===== src/rtl/cos_job_feeder.sv =====
// rtl/cos_job_feeder.sv - job FIFO and launch/collect sequencer for the cosine accelerator (optional watchdog: COS_FEED_TIMEOUT_EN)
module cos_job_feeder #(
  parameter int DEPTH   = 4,
  parameter int X_W     = 16,
  parameter int Y_W     = 8,
  parameter int R_W     = 16,
  parameter int TIMEOUT = 255
) (
  input  logic                   clk,
  input  logic                   rst,
  input  logic                   in_valid,
  output logic                   in_ready,
  input  logic [X_W-1:0]         in_x,
  input  logic [Y_W-1:0]         in_y,
  output logic                   acc_start,
  output logic [X_W-1:0]         acc_x,
  output logic [Y_W-1:0]         acc_y,
  input  logic                   acc_done,
  input  logic [R_W-1:0]         acc_out,
  output logic                   res_valid,
  input  logic                   res_ready,
  output logic [R_W-1:0]         res_data,
  output logic                   res_err,
  output logic                   busy,
  output logic [$clog2(DEPTH):0] count
);

  localparam int AW = $clog2(DEPTH);
  localparam int CW = AW + 1;

  typedef enum logic [1:0] {
    S_IDLE   = 2'd0,
    S_LAUNCH = 2'd1,
    S_WAIT   = 2'd2,
    S_HOLD   = 2'd3
  } state_t;

  // Reject configurations the pointer arithmetic cannot support.
  if (DEPTH < 2 || (DEPTH & (DEPTH - 1)) != 0 || TIMEOUT < 1) begin : g_bad_params
    $error("cos_job_feeder: DEPTH must be a power of 2 >= 2 and TIMEOUT >= 1");
  end

  // Job storage; contents need no reset because count gates every read.
  logic [X_W-1:0] x_mem [DEPTH];
  logic [Y_W-1:0] y_mem [DEPTH];

  logic [AW-1:0] wr_ptr_q, wr_ptr_d;
  logic [AW-1:0] rd_ptr_q, rd_ptr_d;
  logic [CW-1:0] count_q, count_d;

  state_t         state_q, state_d;
  logic           acc_start_q, acc_start_d;
  logic [X_W-1:0] acc_x_q, acc_x_d;
  logic [Y_W-1:0] acc_y_q, acc_y_d;
  logic           res_valid_q, res_valid_d;
  logic [R_W-1:0] res_data_q, res_data_d;

`ifdef COS_FEED_TIMEOUT_EN
  localparam int TW = $clog2(TIMEOUT + 1);
  logic [TW-1:0]  wdog_q, wdog_d;
  logic           res_err_q, res_err_d;
`endif

  logic push;
  logic pop;

  assign in_ready = (count_q != CW'(DEPTH));
  assign push     = in_valid && in_ready;
  // The head entry leaves the FIFO on the same edge it is copied onto the accelerator bus.
  assign pop      = (state_q == S_LAUNCH);

  // FIFO pointer and occupancy next-state; pointers wrap naturally at DEPTH.
  always_comb begin
    wr_ptr_d = wr_ptr_q;
    rd_ptr_d = rd_ptr_q;
    count_d  = count_q;
    if (push) begin
      wr_ptr_d = wr_ptr_q + 1'b1;
    end
    if (pop) begin
      rd_ptr_d = rd_ptr_q + 1'b1;
    end
    case ({push, pop})
      2'b10:   count_d = count_q + 1'b1;
      2'b01:   count_d = count_q - 1'b1;
      default: count_d = count_q;
    endcase
  end

  // Write accepted jobs into the storage array.
  always_ff @(posedge clk) begin
    if (push) begin
      x_mem[wr_ptr_q] <= in_x;
      y_mem[wr_ptr_q] <= in_y;
    end
  end

  // FIFO pointer and occupancy registers.
  always_ff @(posedge clk or negedge rst) begin
    if (!rst) begin
      wr_ptr_q <= '0;
      rd_ptr_q <= '0;
      count_q  <= '0;
    end else begin
      wr_ptr_q <= wr_ptr_d;
      rd_ptr_q <= rd_ptr_d;
      count_q  <= count_d;
    end
  end

  // Sequencer next-state and registered outputs: one job in flight, results in issue order.
  always_comb begin
    state_d     = state_q;
    acc_start_d = 1'b0;
    acc_x_d     = acc_x_q;
    acc_y_d     = acc_y_q;
    res_valid_d = res_valid_q;
    res_data_d  = res_data_q;
`ifdef COS_FEED_TIMEOUT_EN
    wdog_d      = wdog_q;
    res_err_d   = res_err_q;
`endif
    case (state_q)
      S_IDLE: begin
        if (count_q != '0) begin
          state_d = S_LAUNCH;
        end
      end
      S_LAUNCH: begin
        acc_x_d     = x_mem[rd_ptr_q];
        acc_y_d     = y_mem[rd_ptr_q];
        acc_start_d = 1'b1;
`ifdef COS_FEED_TIMEOUT_EN
        wdog_d      = '0;
`endif
        state_d     = S_WAIT;
      end
      S_WAIT: begin
        // A done arriving together with the watchdog limit still counts as a normal result.
        if (acc_done) begin
          res_data_d  = acc_out;
          res_valid_d = 1'b1;
`ifdef COS_FEED_TIMEOUT_EN
          res_err_d   = 1'b0;
`endif
          state_d     = S_HOLD;
        end
`ifdef COS_FEED_TIMEOUT_EN
        else if (wdog_q == TW'(TIMEOUT - 1)) begin
          res_data_d  = {R_W{1'b1}};
          res_err_d   = 1'b1;
          res_valid_d = 1'b1;
          state_d     = S_HOLD;
        end else begin
          wdog_d = wdog_q + 1'b1;
        end
`endif
      end
      S_HOLD: begin
        if (res_ready) begin
          res_valid_d = 1'b0;
`ifdef COS_FEED_TIMEOUT_EN
          res_err_d   = 1'b0;
`endif
          state_d     = (count_q != '0) ? S_LAUNCH : S_IDLE;
        end
      end
      default: begin
        state_d = S_IDLE;
      end
    endcase
  end

  // Sequencer state and output registers; reset abandons any job in flight.
  always_ff @(posedge clk or negedge rst) begin
    if (!rst) begin
      state_q     <= S_IDLE;
      acc_start_q <= 1'b0;
      acc_x_q     <= '0;
      acc_y_q     <= '0;
      res_valid_q <= 1'b0;
      res_data_q  <= '0;
    end else begin
      state_q     <= state_d;
      acc_start_q <= acc_start_d;
      acc_x_q     <= acc_x_d;
      acc_y_q     <= acc_y_d;
      res_valid_q <= res_valid_d;
      res_data_q  <= res_data_d;
    end
  end

`ifdef COS_FEED_TIMEOUT_EN
  // Watchdog counter and error flag registers.
  always_ff @(posedge clk or negedge rst) begin
    if (!rst) begin
      wdog_q    <= '0;
      res_err_q <= 1'b0;
    end else begin
      wdog_q    <= wdog_d;
      res_err_q <= res_err_d;
    end
  end

  assign res_err = res_err_q;
`else
  assign res_err = 1'b0;
`endif

  assign acc_start = acc_start_q;
  assign acc_x     = acc_x_q;
  assign acc_y     = acc_y_q;
  assign res_valid = res_valid_q;
  assign res_data  = res_data_q;
  assign count     = count_q;
  assign busy      = (state_q != S_IDLE) || (count_q != '0);

endmodule

===== config.mk =====
export PLATFORM = sky130hd
export DESIGN_NAME = cos_job_feeder
export DESIGN_NICKNAME = d
export VERILOG_FILES = /design/src/rtl/cos_job_feeder.sv
export SDC_FILE = /design/constraint.sdc
export NUM_CORES = 1
export LEC_CHECK = 0
export BUFFER_PORTS_ARGS = -buffer_cell sky130_fd_sc_hd__buf_2
export CAP_MARGIN = 20
export CORE_UTILIZATION = 31
export DETAILED_ROUTE_END_ITERATION = 10
export GPL_ROUTABILITY_DRIVEN = 0
export PLACE_DENSITY_LB_ADDON = 0.12
export SLEW_MARGIN = 40
export SYNTH_ARGS = -nofsm -noshare
export SYNTH_HDL_FRONTEND = slang
export SYNTH_SLANG_ARGS = --single-unit

===== constraint.sdc =====
create_clock -name clk -period 2.5 [get_ports clk]
set_input_delay 0.25 -clock clk [delete_from_list [all_inputs] [get_ports clk]]
set_output_delay 0.25 -clock clk [all_outputs]
set_load 0.005 [all_outputs]

---- Word level (Yosys, flattened, before mapping) ----
Memories as Yosys holds them, arrays and structs flattened. A register that Yosys moved wholly into a read port is not among the register bits.
Index checks and enable logic that the tools add are counted.
W data, S select, Z words.
storage, ports and cells
  bits of input ports ..................... 45
  logic and storage cells ................. 46
  flip-flop bits (word level) ............. 27
  memory bits (writable) .................. 96
  output and inout bits ................... 48
  memories ................................ 2
operators by class
  equal/unequal tests ..................... 9
  reductions and logical operators ........ 12
  multiplexer cells ....................... 12
  add/subtract/negate cells ............... 4
memories
  name   depth  width  read ports  clocked after Yosys merged registers in  wr ports  RTL line  source
  x_mem  4      16     1           1                                        1         44        logic [X_W-1:0] x_mem [DEPTH];
  y_mem  4      8      1           1                                        1         45        logic [Y_W-1:0] y_mem [DEPTH];
operators with widths
  operator               count
  $pmux W2 S4            1
  $eq A2 B2 Y1 const B   3
  $mux W1                6
  $mux W2                3
  $ne A2 B2 Y1 const B   3
  $pmux W3 S2            1
  $reduce_and A3 Y1      2
  $reduce_bool A2 Y1     3
  $add A2 B1 Y2 const B  2
  $eq A2 B1 Y1 const B   2
  $add A3 B1 Y3 const B  1
  $ne A3 B3 Y1 const B   1
  $reduce_bool A3 Y1     1
  $sub A3 B1 Y3 const B  1
  $logic_not A1 Y1       2
  $logic_not A2 Y1       1
  $pmux W1 S2            1
  $reduce_and A2 Y1      1
  $logic_and A1 B1 Y1    1
  $logic_or A1 B1 Y1     1

---- Longest topological paths before layout ----
Gate-level depths: netlist of run 1.
  word-level depth ........................ 4
  depth in mapped cells ................... 8
  depth with buffers taken out ............ 8

---- Least setup slack after synthesis of run 1 ----
No wires, ideal clock.
  path type ............................... reg2reg
  start ................................... register count_q[1], in the netlist count[1]
  end ..................................... register count_q[1], in the netlist count[1]
  arrival time ............................ 1916 ps
  buffers on the path ..................... 0
  cell stages (with the launch flop) ...... 7
  setup time .............................. 125 ps
  setup slack ............................. 460 ps
  required time ........................... 2375 ps
  period minus slack after synthesis ...... 2040 ps
  cells stage by stage .................... dfrtp_1 > or3b_4 > and2_4 > inv_1 > ha_1 > fa_1 > mux2_2
between the ends
  word-level cells in the longest chain between the ends .. 4
  elaborated cells on any way between the ends .. 8
  classes of those cells .................. 2 x add/sub; 3 x eq/ne; 1 x mux; 2 x reduce/logical
ends and longest elaborated chain
  element                                              RTL line  source
  from (decl)                                          49        logic [CW-1:0] count_q, count_d;
  from (signal assigned)                               107       count_q <= count_d;
  $ne A3 B3 Y1 (*)                                     67        assign in_ready = (count_q != CW'(DEPTH));
  named net in_ready                                   12        output logic in_ready,
  $logic_and A1 B1 Y1 (*)                              68        assign push = in_valid && in_ready;
  $eq A2 B1 Y1 / $eq A2 B2 Y1 (equally long branches)  83        case ({push, pop})
  $pmux W3 S2 (*)                                      83
  named net count_d[1]                                 49
Mark *: on every way through the listed nets, which the timed path passes. The rest lies on a longest branch.
A chain may end at the register's enable or synchronous reset.

---- Worst setup path in the final report of run 1 ----
  start ................................... register count_q[0], in the netlist count[0]
  end ..................................... register count_q[1], in the netlist count[1]
between the ends
  word-level cells in the longest chain between the ends .. 4
  elaborated cells on any way between the ends .. 8
  classes of those cells .................. 2 x add/sub; 3 x eq/ne; 1 x mux; 2 x reduce/logical
ends and longest elaborated chain
  element                                              RTL line
  $ne A3 B3 Y1                                         67
  $logic_and A1 B1 Y1                                  68
  $eq A2 B1 Y1 / $eq A2 B2 Y1 (equally long branches)  83
  $pmux W3 S2 (*)                                      83
  named net count_d[1]                                 49
Marks and branches as above.

==> results.md, run 1 <==
* Area of the multi-input gates at 1459 sq um
* Max-slew violations at 0
* CTS clk-pin slew, worst paths at 0.06 ns
* Reg area at 4160 sq um
* Max Root-Sink Buffers at 2
* First-pass GRT wire length at 16420 um
* Maximum vdd drop at 0.6243 mV
* Mapped cell area at 5724 sq um
* Post-synth cell types at 31
* Critical path arrival at 2.43 ns
* Largest family of logic cells by synthesized area: multiplexers
* Post-route minimum period at 2.132 ns
* Die ar. at 19010 sq um
* Drt pass-1 iters at 3
* Dpl cell area at 6449 sq um
* Initial DRC Count at 117
* Post-detail-place hpwl at 6675 um
* Worst Path Required at 2.79 ns
* CORE AREA at 18020 sq um
* Via Count at 2770
* Postcts setup bufs at 0
* HP Class: in -> reg
* Ports at 93
* Post-Synth Adder-Cell Area at 2.536%
* Detail Route Antenna Nets at 0
* Die height at 137.9 um
* Syn nets at 327
* Crit Path Max Fanout at 6
* Max Fclk at 469.0 MHz
* Synth Area in Compound Gates at 0.8525%
* Count of final hold-check violations at 0
* CTS tree: done
* Most common cell in the netlist: edfxtp_1
* Crit share post-route at 85.29%
* Unrepaired setup endpoints after global routing: no
* Synthesized instance count at 271
* Final WS setup at 0.3678 ns
* EDFF count, synth at 96
* Root Buffer: clkbuf_16
* Register area share after synthesis at 72.66%
* XOR/XNOR share of the synthesized area at 0.9180%
* Cell taking the most area after synthesis: edfxtp_1
* Final #Nets at 434
* Relative slew margins at 47.79%
* Mean Syn Cell Area at 21.12 sq um
* Worst skew pair latency at 0.41 ns
* R2r setup slk at 0.37 ns
* Crit Path Class: reg -> reg
* Via-to-Cell Ratio at 4.461
* Synth Flop Type: edfxtp_1
* Number of global-route vias before repair at 2928
* Asr flop ratio synth at 34.69%
* Final WL at 10760 um
* Cells taking the most area after synthesis: edfxtp_1 (50%), dfrtp_1 (22%), mux4_2 (7.1%)
* Largest net degree at the start of global routing at 28
* Synth cell count leaders: edfxtp_1 (96), dfrtp_1 (51), mux2_2 (24)
* Crit. End Element: flop
* Multiplexer share of the synthesized area at 19.48%
* Setup TNS at 0 ns
* Synth top area share at 50.36%
* Grt total ovfl at 0
* Ys Warns at 0
* Total clock buffers created by CTS at 17
* Status: finished, final reports clean
* #FFs+latches synth at 147
* Site row count at 49
* CTS Sinks at 147
* H-tree Lvls at 4
* Setup WS pre-CTS at 0.3876 ns
* DR WL/cell at 17.33 um
* Port bufs at 91
* Global Route Usage Sum at 12.23%
* Initial antenna violation count at 1
* Die width at 137.9 um
* Max cap viols at 0
* Leakage power total at 2.803 nW
* Setup violators final at 0
* Initial core utilization at 31.76%
* Fin Clk Skew at 0.003724 ns
* Simple-gate share of the synthesized area at 1.508%
* DRC viols at 0
* Area grow syn2layout at 24.09%
* FILL cells at 1670
* Power density over the cells at 1293 nW/um^2
* Post-route cell area at 7103 sq um
* Setup crit start kind: flop
* Worst Tran Pin Value at 0.7831 ns
* Share of layout cells above drive strength 1 at 49.62%
[area by class of cell]
type                            instances  share of cell area, %
Antenna cell                            1                0.03523
Clock buffer                           21                  6.482
Clock inverter                         11                  2.554
Inverter                                6                 0.3171
Multi-Input combinational cell        107                  20.54
Sequential cell                       147                  58.57
Tap cell                              229                  4.034
Timing Repair Buffer                   99                  7.469
[layout by cell type, fill, tap and decap left out, types with 3 or more instances in the layout]
master / n
mux4_1: 6
mux2_4: 18
buf_2: 91
edfxtp_1: 96
dfrtp_1: 50
ha_1: 9
and3_2: 4
mux4_2: 18
clkbuf_16: 17
nand2_1: 3
mux2_2: 24
xnor2_1: 4
clkinv_2: 3
bufinv_16: 5
inv_1: 6
buf_4: 6
[repair_timing]
item | CTS | global route
hold endpoints to repair | 24 | 0
resized for setup | 0 | 0
hold buffers | 1 | 0
[state kept, by name, summed over array words and instances (netlist names)]
name / cells
rd_ptr_q: 2
acc_x: 16
wr_ptr_q: 2
res_data: 16
state_q: 2
y_mem: 32
x_mem: 64
acc_y: 8
count: 3
res_valid: 1
acc_start: 1
[per-stage QoR]
step,total power [mW],hold WS [ns],instances,util [%]
final,9.185,0.04941,621,39.41
after global placement,6.534,0.3383,587,35.78
after global routing,9.746,0.03441,620,39.39
after detailed placement,6.576,0.3398,587,35.78
after floorplan,5.652,-0.04559,271,-
after CTS,9.359,0.02378,620,39.39
[metal layers]
metal	GRT usage [%]	up-vias	part of all wire (%)	wire, um
met4	4.167	0	1.0	110
met5	0	-	0	0
li1	-	1274	-	-
met2	19.50	76	48	5159
met3	4.642	9	6.4	690
met1	15.19	1411	45	4801
[cells by family (layout without fill, tap and decap cells)]
kind of cell    count (synthesis)  in the layout
compound gates                  7              7
xor+xnor                        6              6
fa+ha+maj                      11             11
buf+inv                        17            137
flops                         147            147
mux                            67             67
other cells                     1              2
simple gates                   15             15
[worst paths after layout]
check / start / end / cells past startpoint
worst max register to register: count[0] / count[1] / 6
worst max-delay path: count[0] / count[1] / 6
max in group asynchronous: rst / acc_x[12] / 3
worst min-delay path: in_x[14] / x_mem[3][14] / 1
min in group asynchronous: rst / res_valid / 2
worst min register to register: res_data[1] / res_data[1] / 1
[report_power, final]
group	internal [mW]	leakage, nW	switching [mW]
clock network	1.81	0.316	0.929
logic	1.52	1.01	1.12
registers	3.40	1.48	0.403
total	6.73	2.80	2.46
[critical path, cell delays in order, from the launching register on]
cell	delay (ns)
dfrtp_1	0.46
or3b_4	0.43
and2_4	0.19
inv_1	0.05
ha_1	0.19
fa_1	0.43
mux2_2	0.27
Note: power is estimated with default switching activity, not from simulation.
==> inputs of run 2 (changes only) <==
--- a/config.mk
+++ b/config.mk
@@ -7,10 +7,11 @@
 export LEC_CHECK = 0
 export BUFFER_PORTS_ARGS = -buffer_cell sky130_fd_sc_hd__buf_2
 export CAP_MARGIN = 20
-export CORE_UTILIZATION = 31
+export CORE_UTILIZATION = 50
+export CTS_CLUSTER_SIZE = 28
 export DETAILED_ROUTE_END_ITERATION = 10
 export GPL_ROUTABILITY_DRIVEN = 0
-export PLACE_DENSITY_LB_ADDON = 0.12
+export PLACE_DENSITY = 0.84
 export SLEW_MARGIN = 40
 export SYNTH_ARGS = -nofsm -noshare
 export SYNTH_HDL_FRONTEND = slang
==> results.md, run 2 (synthesis gave the netlist of run 1 again) <==
* Drt pass-1 iters at 4 (was 3)
* Critical Path Start: count[1] (was count[0])
* CTS clk-pin slew, worst paths at 0.06 ns (about the same)
* Root Buffer: clkbuf_16 (unchanged)
* Leakage power total at 2.793 nW (was 2.803 nW)
* CP Cell Sequence: or3b_4 > and2_4 > inv_1 > ha_1 > fa_1 > mux2_2 (unchanged)
* Final #Nets at 436 (was 434)
* Share of layout cells above drive strength 1 at 48.35% (was 49.62%)
* Die height at 109.0 um (was 137.9 um)
* Detail Route Antenna Nets at 0 (unchanged)
* Post-route minimum period at 2.155 ns (was 2.132 ns)
* Via-to-Cell Ratio at 5.263 (was 4.461)
* Worst skew pair latency at 0.41 ns (about the same)
* Postcts setup bufs at 0 (unchanged)
* Hold wc startpoint: in_x[0] (was in_x[14])
* Worst Path Required at 2.79 ns (about the same)
* First-pass GRT wire length at 15870 um (was 16420 um)
* Max-slew violations at 0 (unchanged)
* Area grow syn2layout at 21.46% (was 24.09%)
* Ports at 93 (unchanged)
* HP Class: in -> reg (unchanged)
* Post-detail-place hpwl at 6711 um (was 6675 um)
* Critical path arrival at 2.45 ns (was 2.43 ns)
* Setup crit start kind: flop (unchanged)
* Final WL at 10270 um (was 10760 um)
* Setup crit end: count[1] (unchanged)
* Crit share post-route at 86.22% (was 85.29%)
* Crit-path slowest cell: or3b_4 (was dfrtp_1)
* CORE AREA at 10980 sq um (was 18020 sq um)
* ANT cells at 0 (was 1)
* Die width at 109.0 um (was 137.9 um)
* CTS tree: done (unchanged)
* Crit. End Element: flop (unchanged)
* Global Route Usage Sum at 19.05% (was 12.23%)
* CTS Sinks at 147 (unchanged)
* FILL cells at 769 (was 1670)
* R2r setup slk at 0.34 ns (was 0.37 ns)
* Power density over the cells at 1288 nW/um^2 (was 1293 nW/um^2)
* Final Core Density at 63.31% (was 39.41%)
* Worst r2r path cells at 6 (unchanged)
* GR met3 Demand/Resource at 5.260% (was 4.642%)
* Worst hold stages at 1 (unchanged)
* Max cap viols at 0 (unchanged)
* Flip-flop count of the largest register after layout at 64 (unchanged)
* GR Layer Usage met1 at 22.19% (was 15.19%)
* H-tree Lvls at 4 (unchanged)
* Via Count at 2805 (was 2770)
* Initial DRC Count at 114 (was 117)
* Crit Path Class: reg -> reg (unchanged)
* Most common cell after layout, fill and taps aside: edfxtp_1 (unchanged)
* Maximum vdd drop at 0.9113 mV (was 0.6243 mV)
* Initial core utilization at 52.12% (was 31.76%)
* Reg2reg start: count[1] (was count[0])
* Most frequent cells in the layout: edfxtp_1 (96), buf_2 (90), dfrtp_1 (50) (was edfxtp_1 (96), buf_2 (91), dfrtp_1 (50))
* Unrepaired setup endpoints after global routing: no (unchanged)
* Status: finished, final reports clean (unchanged)
* Delay of the slowest critical-path stage at 0.45 ns (was 0.46 ns)
* Most flop-heavy register: x_mem (unchanged)
* Initial antenna violation count at 0 (was 1)
* Setup TNS at 0 ns (unchanged)
* Site row count at 38 (was 49)
* DRC viols at 0 (unchanged)
* Total clock buffers created by CTS at 17 (unchanged)
* Max Fclk at 463.9 MHz (was 469.0 MHz)
* GRT met2 Usage at 33.69% (was 19.50%)
* Port bufs at 91 (unchanged)
* Grt total ovfl at 0 (unchanged)
* Relative slew margins at 57.07% (was 47.79%)
* DR WL/cell at 19.27 um (was 17.33 um)
* Largest net degree at the start of global routing at 37 (was 28)
* Setup violators final at 0 (unchanged)
* Number of global-route vias before repair at 3027 (was 2928)
* Die ar. at 11880 sq um (was 19010 sq um)
* Worst Tran Pin Value at 0.6440 ns (was 0.7831 ns)
* Gr busiest metal: met2 (unchanged)
* Max Root-Sink Buffers at 2 (unchanged)
* Area of the multi-input gates at 1454 sq um (was 1459 sq um)
* Crit Path Max Fanout at 6 (unchanged)
* Worst flop-to-flop path endpoint: count[1] (unchanged)
* Reg area at 4160 sq um (unchanged)
* Fin Clk Skew at 0.01059 ns (was 0.003724 ns)
* Count of final hold-check violations at 0 (unchanged)
* Largest regs: x_mem x64, y_mem x32 (unchanged)
run 2: through the flow:
stage               hold slack [ns]  std cells  total power, mW  cell area, sq um  setup WS (ns)
floorplan                  -0.04559        271            5.652              5724         0.4598
CTS                         0.04122        533            9.065              6950         0.3273
global route                0.04437        533            9.445              6953         0.2580
detailed placement           0.3981        500            6.544              6347         0.3742
finish                      0.05203        533            8.953              6953         0.3445
global placement             0.3868        500            6.392              6347         0.4502
run 2: cell type report:
class                   count  area share, %
multi-input cells         107          20.91
well taps                 140          2.519
inverters                   6         0.3239
clock inverters             3         0.5759
clock buffers              29          7.954
repair buffers            101          7.882
flip-flops and latches    147          59.83
run 2: worst min path at each step:
stage | to
finish | x_mem[2][0]
global route | x_mem[2][0]
CTS | x_mem[2][0]
detailed placement | res_data[4]
global placement | res_data[4]
floorplan | acc_start
run 2: routing by layer:
layer  vias up  routed length (um)
li1       1274                   -
met1      1414                4171
met2       102                5357
met3        15                 559
met4         0                 182
met5         -                   0
run 2: report_power, final:
| part | internal, mW | switching [mW] |
|---|---|---|
| Sequential | 3.39 | 0.399 |
| Clock | 1.59 | 0.898 |
| Combinational | 1.53 | 1.14 |
run 2: what timing repair did:
action | in CTS | in global routing
hold endpoints to repair | 34 | 0
gates resized for setup | 0 | 0
endpoints found under the setup margin | 0 | 0
hold buffers | 1 | 0
run 2: worst max-delay path, delay by kind of cell (launching register included):
family,cells,cell delay (ns)
simple gates,2,0.64
fa+ha+maj,2,0.61
flops,1,0.44
mux,1,0.27
buf+inv,1,0.07
==> inputs of run 3 (changes only) <==
==> constraint.sdc (replaced) <==
create_clock -name clk -period 2.4 [get_ports clk]
set_input_delay 0.24 -clock clk [delete_from_list [all_inputs] [get_ports clk]]
set_output_delay 0.24 -clock clk [all_outputs]
set_load 0.005 [all_outputs]
==> results.md, run 3 (synthesis gave the netlist of run 1 again) <==
* Worst flop-to-flop path endpoint: count[1] (unchanged)
* Reg2reg start: count[1] (unchanged)
* Postcts setup bufs at 0 (unchanged)
* Area of the multi-input gates at 1454 sq um (unchanged)
* H-tree Lvls at 4 (unchanged)
* CTS clk-pin slew, worst paths at 0.07 ns (was 0.06 ns)
* Hold endpoint: x_mem[3][3] (was x_mem[2][0])
* Max-slew violations at 0 (unchanged)
* Final Core Density at 63.15% (was 63.31%)
* Hold wc startpoint: in_x[3] (was in_x[0])
* Worst skew pair latency at 0.42 ns (was 0.41 ns)
* Via Count at 2825 (was 2805)
* Initial core utilization at 52.12% (unchanged)
* Initial DRC Count at 96 (was 114)
* Max cap viols at 0 (unchanged)
* Crit Path Max Fanout at 6 (unchanged)
* Leakage power total at 2.779 nW (was 2.793 nW)
* Worst Path Required at 2.70 ns (was 2.79 ns)
* Cts hold-fix bufs at 1 (unchanged)
* Ports at 93 (unchanged)
* Grt total ovfl at 0 (unchanged)
* Relative slew margins at 53.23% (was 57.07%)
* Max Fclk at 473.2 MHz (was 463.9 MHz)
* Worst Tran Pin Value at 0.7016 ns (was 0.6440 ns)
* Worst r2r path cells at 6 (unchanged)
* Most common cell after layout, fill and taps aside: edfxtp_1 (unchanged)
* Initial antenna violation count at 0 (unchanged)
* Setup TNS at 0 ns (unchanged)
* R2r setup slk at 0.29 ns (was 0.34 ns)
* HP Class: in -> reg (unchanged)
* Setup violators final at 0 (unchanged)
* Via-to-Cell Ratio at 5.310 (was 5.263)
* DRC viols at 0 (unchanged)
* Share of layout cells above drive strength 1 at 49.74% (was 48.35%)
* Drt pass-1 iters at 4 (unchanged)
* Site row count at 38 (unchanged)
* Flip-flop count of the largest register after layout at 64 (unchanged)
* Final #Nets at 435 (was 436)
* CTS tree: done (unchanged)
* Post-detail-place hpwl at 6515 um (was 6711 um)
* First-pass GRT wire length at 15990 um (was 15870 um)
* Post-CTS sizing at 0 (unchanged)
* Area grow syn2layout at 21.16% (was 21.46%)
* Final WL at 10350 um (was 10270 um)
* FILL cells at 751 (was 769)
* Fin Clk Skew at 0.007826 ns (was 0.01059 ns)
* Crit share post-route at 88.05% (was 86.22%)
* CORE AREA at 10980 sq um (unchanged)
* Dpl cell area at 6340 sq um (was 6347 sq um)
* Largest regs: x_mem x64, y_mem x32 (unchanged)
* ANT cells at 0 (unchanged)
* Post-route minimum period at 2.113 ns (was 2.155 ns)
* Count of final hold-check violations at 0 (unchanged)
* Detail Route Antenna Nets at 0 (unchanged)
* Die height at 109.0 um (unchanged)
* Global Route Usage Sum at 19.28% (was 19.05%)
* Power density over the cells at 1345 nW/um^2 (was 1288 nW/um^2)
* Reg area at 4160 sq um (unchanged)
* Most frequent cells in the layout: edfxtp_1 (96), buf_2 (91), dfrtp_1 (50) (was edfxtp_1 (96), buf_2 (90), dfrtp_1 (50))
* Setup WS pre-CTS at 0.2801 ns (was 0.3742 ns)
* Number of global-route vias before repair at 3032 (was 3027)
* Total clock buffers created by CTS at 17 (unchanged)
* Unrepaired setup endpoints after global routing: no (unchanged)
* DR WL/cell at 19.46 um (was 19.27 um)
* Crit. End Element: flop (unchanged)
* CTS Sinks at 147 (unchanged)
* Die ar. at 11880 sq um (unchanged)
* Most flop-heavy register: x_mem (unchanged)
* Root Buffer: clkbuf_16 (unchanged)
* Max Root-Sink Buffers at 2 (unchanged)
* Final Total Pwr at 9.329 mW (was 8.953 mW)
* Port bufs at 91 (unchanged)
* Maximum vdd drop at 0.8962 mV (was 0.9113 mV)
* Setup crit start kind: flop (unchanged)
* Crit Path Class: reg -> reg (unchanged)
* Final WS setup at 0.2869 ns (was 0.3445 ns)
* Post-route cell area at 6935 sq um (was 6953 sq um)
* Status: finished, final reports clean (unchanged)
* Die width at 109.0 um (unchanged)
* Worst hold stages at 1 (unchanged)
* Largest net degree at the start of global routing at 52 (was 37)
* Critical path arrival at 2.41 ns (was 2.45 ns)
[run 3: area by class of cell]
type,count,share of cell area [%]
clock inverter,15,2.309
multi-input combinational,107,20.96
sequential,147,59.99
timing repair buffer,100,7.758
tap,140,2.526
inverter,6,0.3247
clock buffer,17,6.134
[run 3: per-stage QoR]
stage,hold WS [ns],instances
after floorplan,-0.05559,271
after global placement,0.3950,499
after detailed placement,0.4039,499
after CTS,0.01572,532
after global routing,0.02067,532
final,0.03419,532
[run 3: worst max-delay path: stages, from the launching register on]
cell     delay (ns)
dfrtp_1        0.44
or3b_4         0.44
and2_4         0.19
inv_1          0.05
ha_1           0.19
fa_1           0.43
mux2_2         0.26
[run 3: metal layers]
layer | global-route usage, % | wire length [um] | vias to the layer above
met1 | 22.27 | 4078 | 1414
met5 | 0 | 0 | -
met2 | 32.66 | 5374 | 115
met4 | 7.625 | 207 | 0
met3 | 6.993 | 694 | 19
li1 | - | - | 1277
[run 3: how the worst max path moves through the flow]
stage	start	end	slack [ns]	depth (start not counted)
2_1_floorplan	count[1]	count[1]	0.36	6
3_3_place_gp	count[1]	count[1]	0.35	6
3_5_place_dp	count[1]	count[1]	0.28	6
4_1_cts	count[1]	count[1]	0.27	6
5_1_grt	count[1]	count[1]	0.17	6
6_report	count[1]	count[1]	0.29	6
[run 3: power by group]
part           total (mW)  internal [mW]  switching (mW)
registers            3.95           3.53           0.413
logic                2.79           1.59            1.20
clock network        2.59           1.48            1.11
total                9.33           6.60            2.73
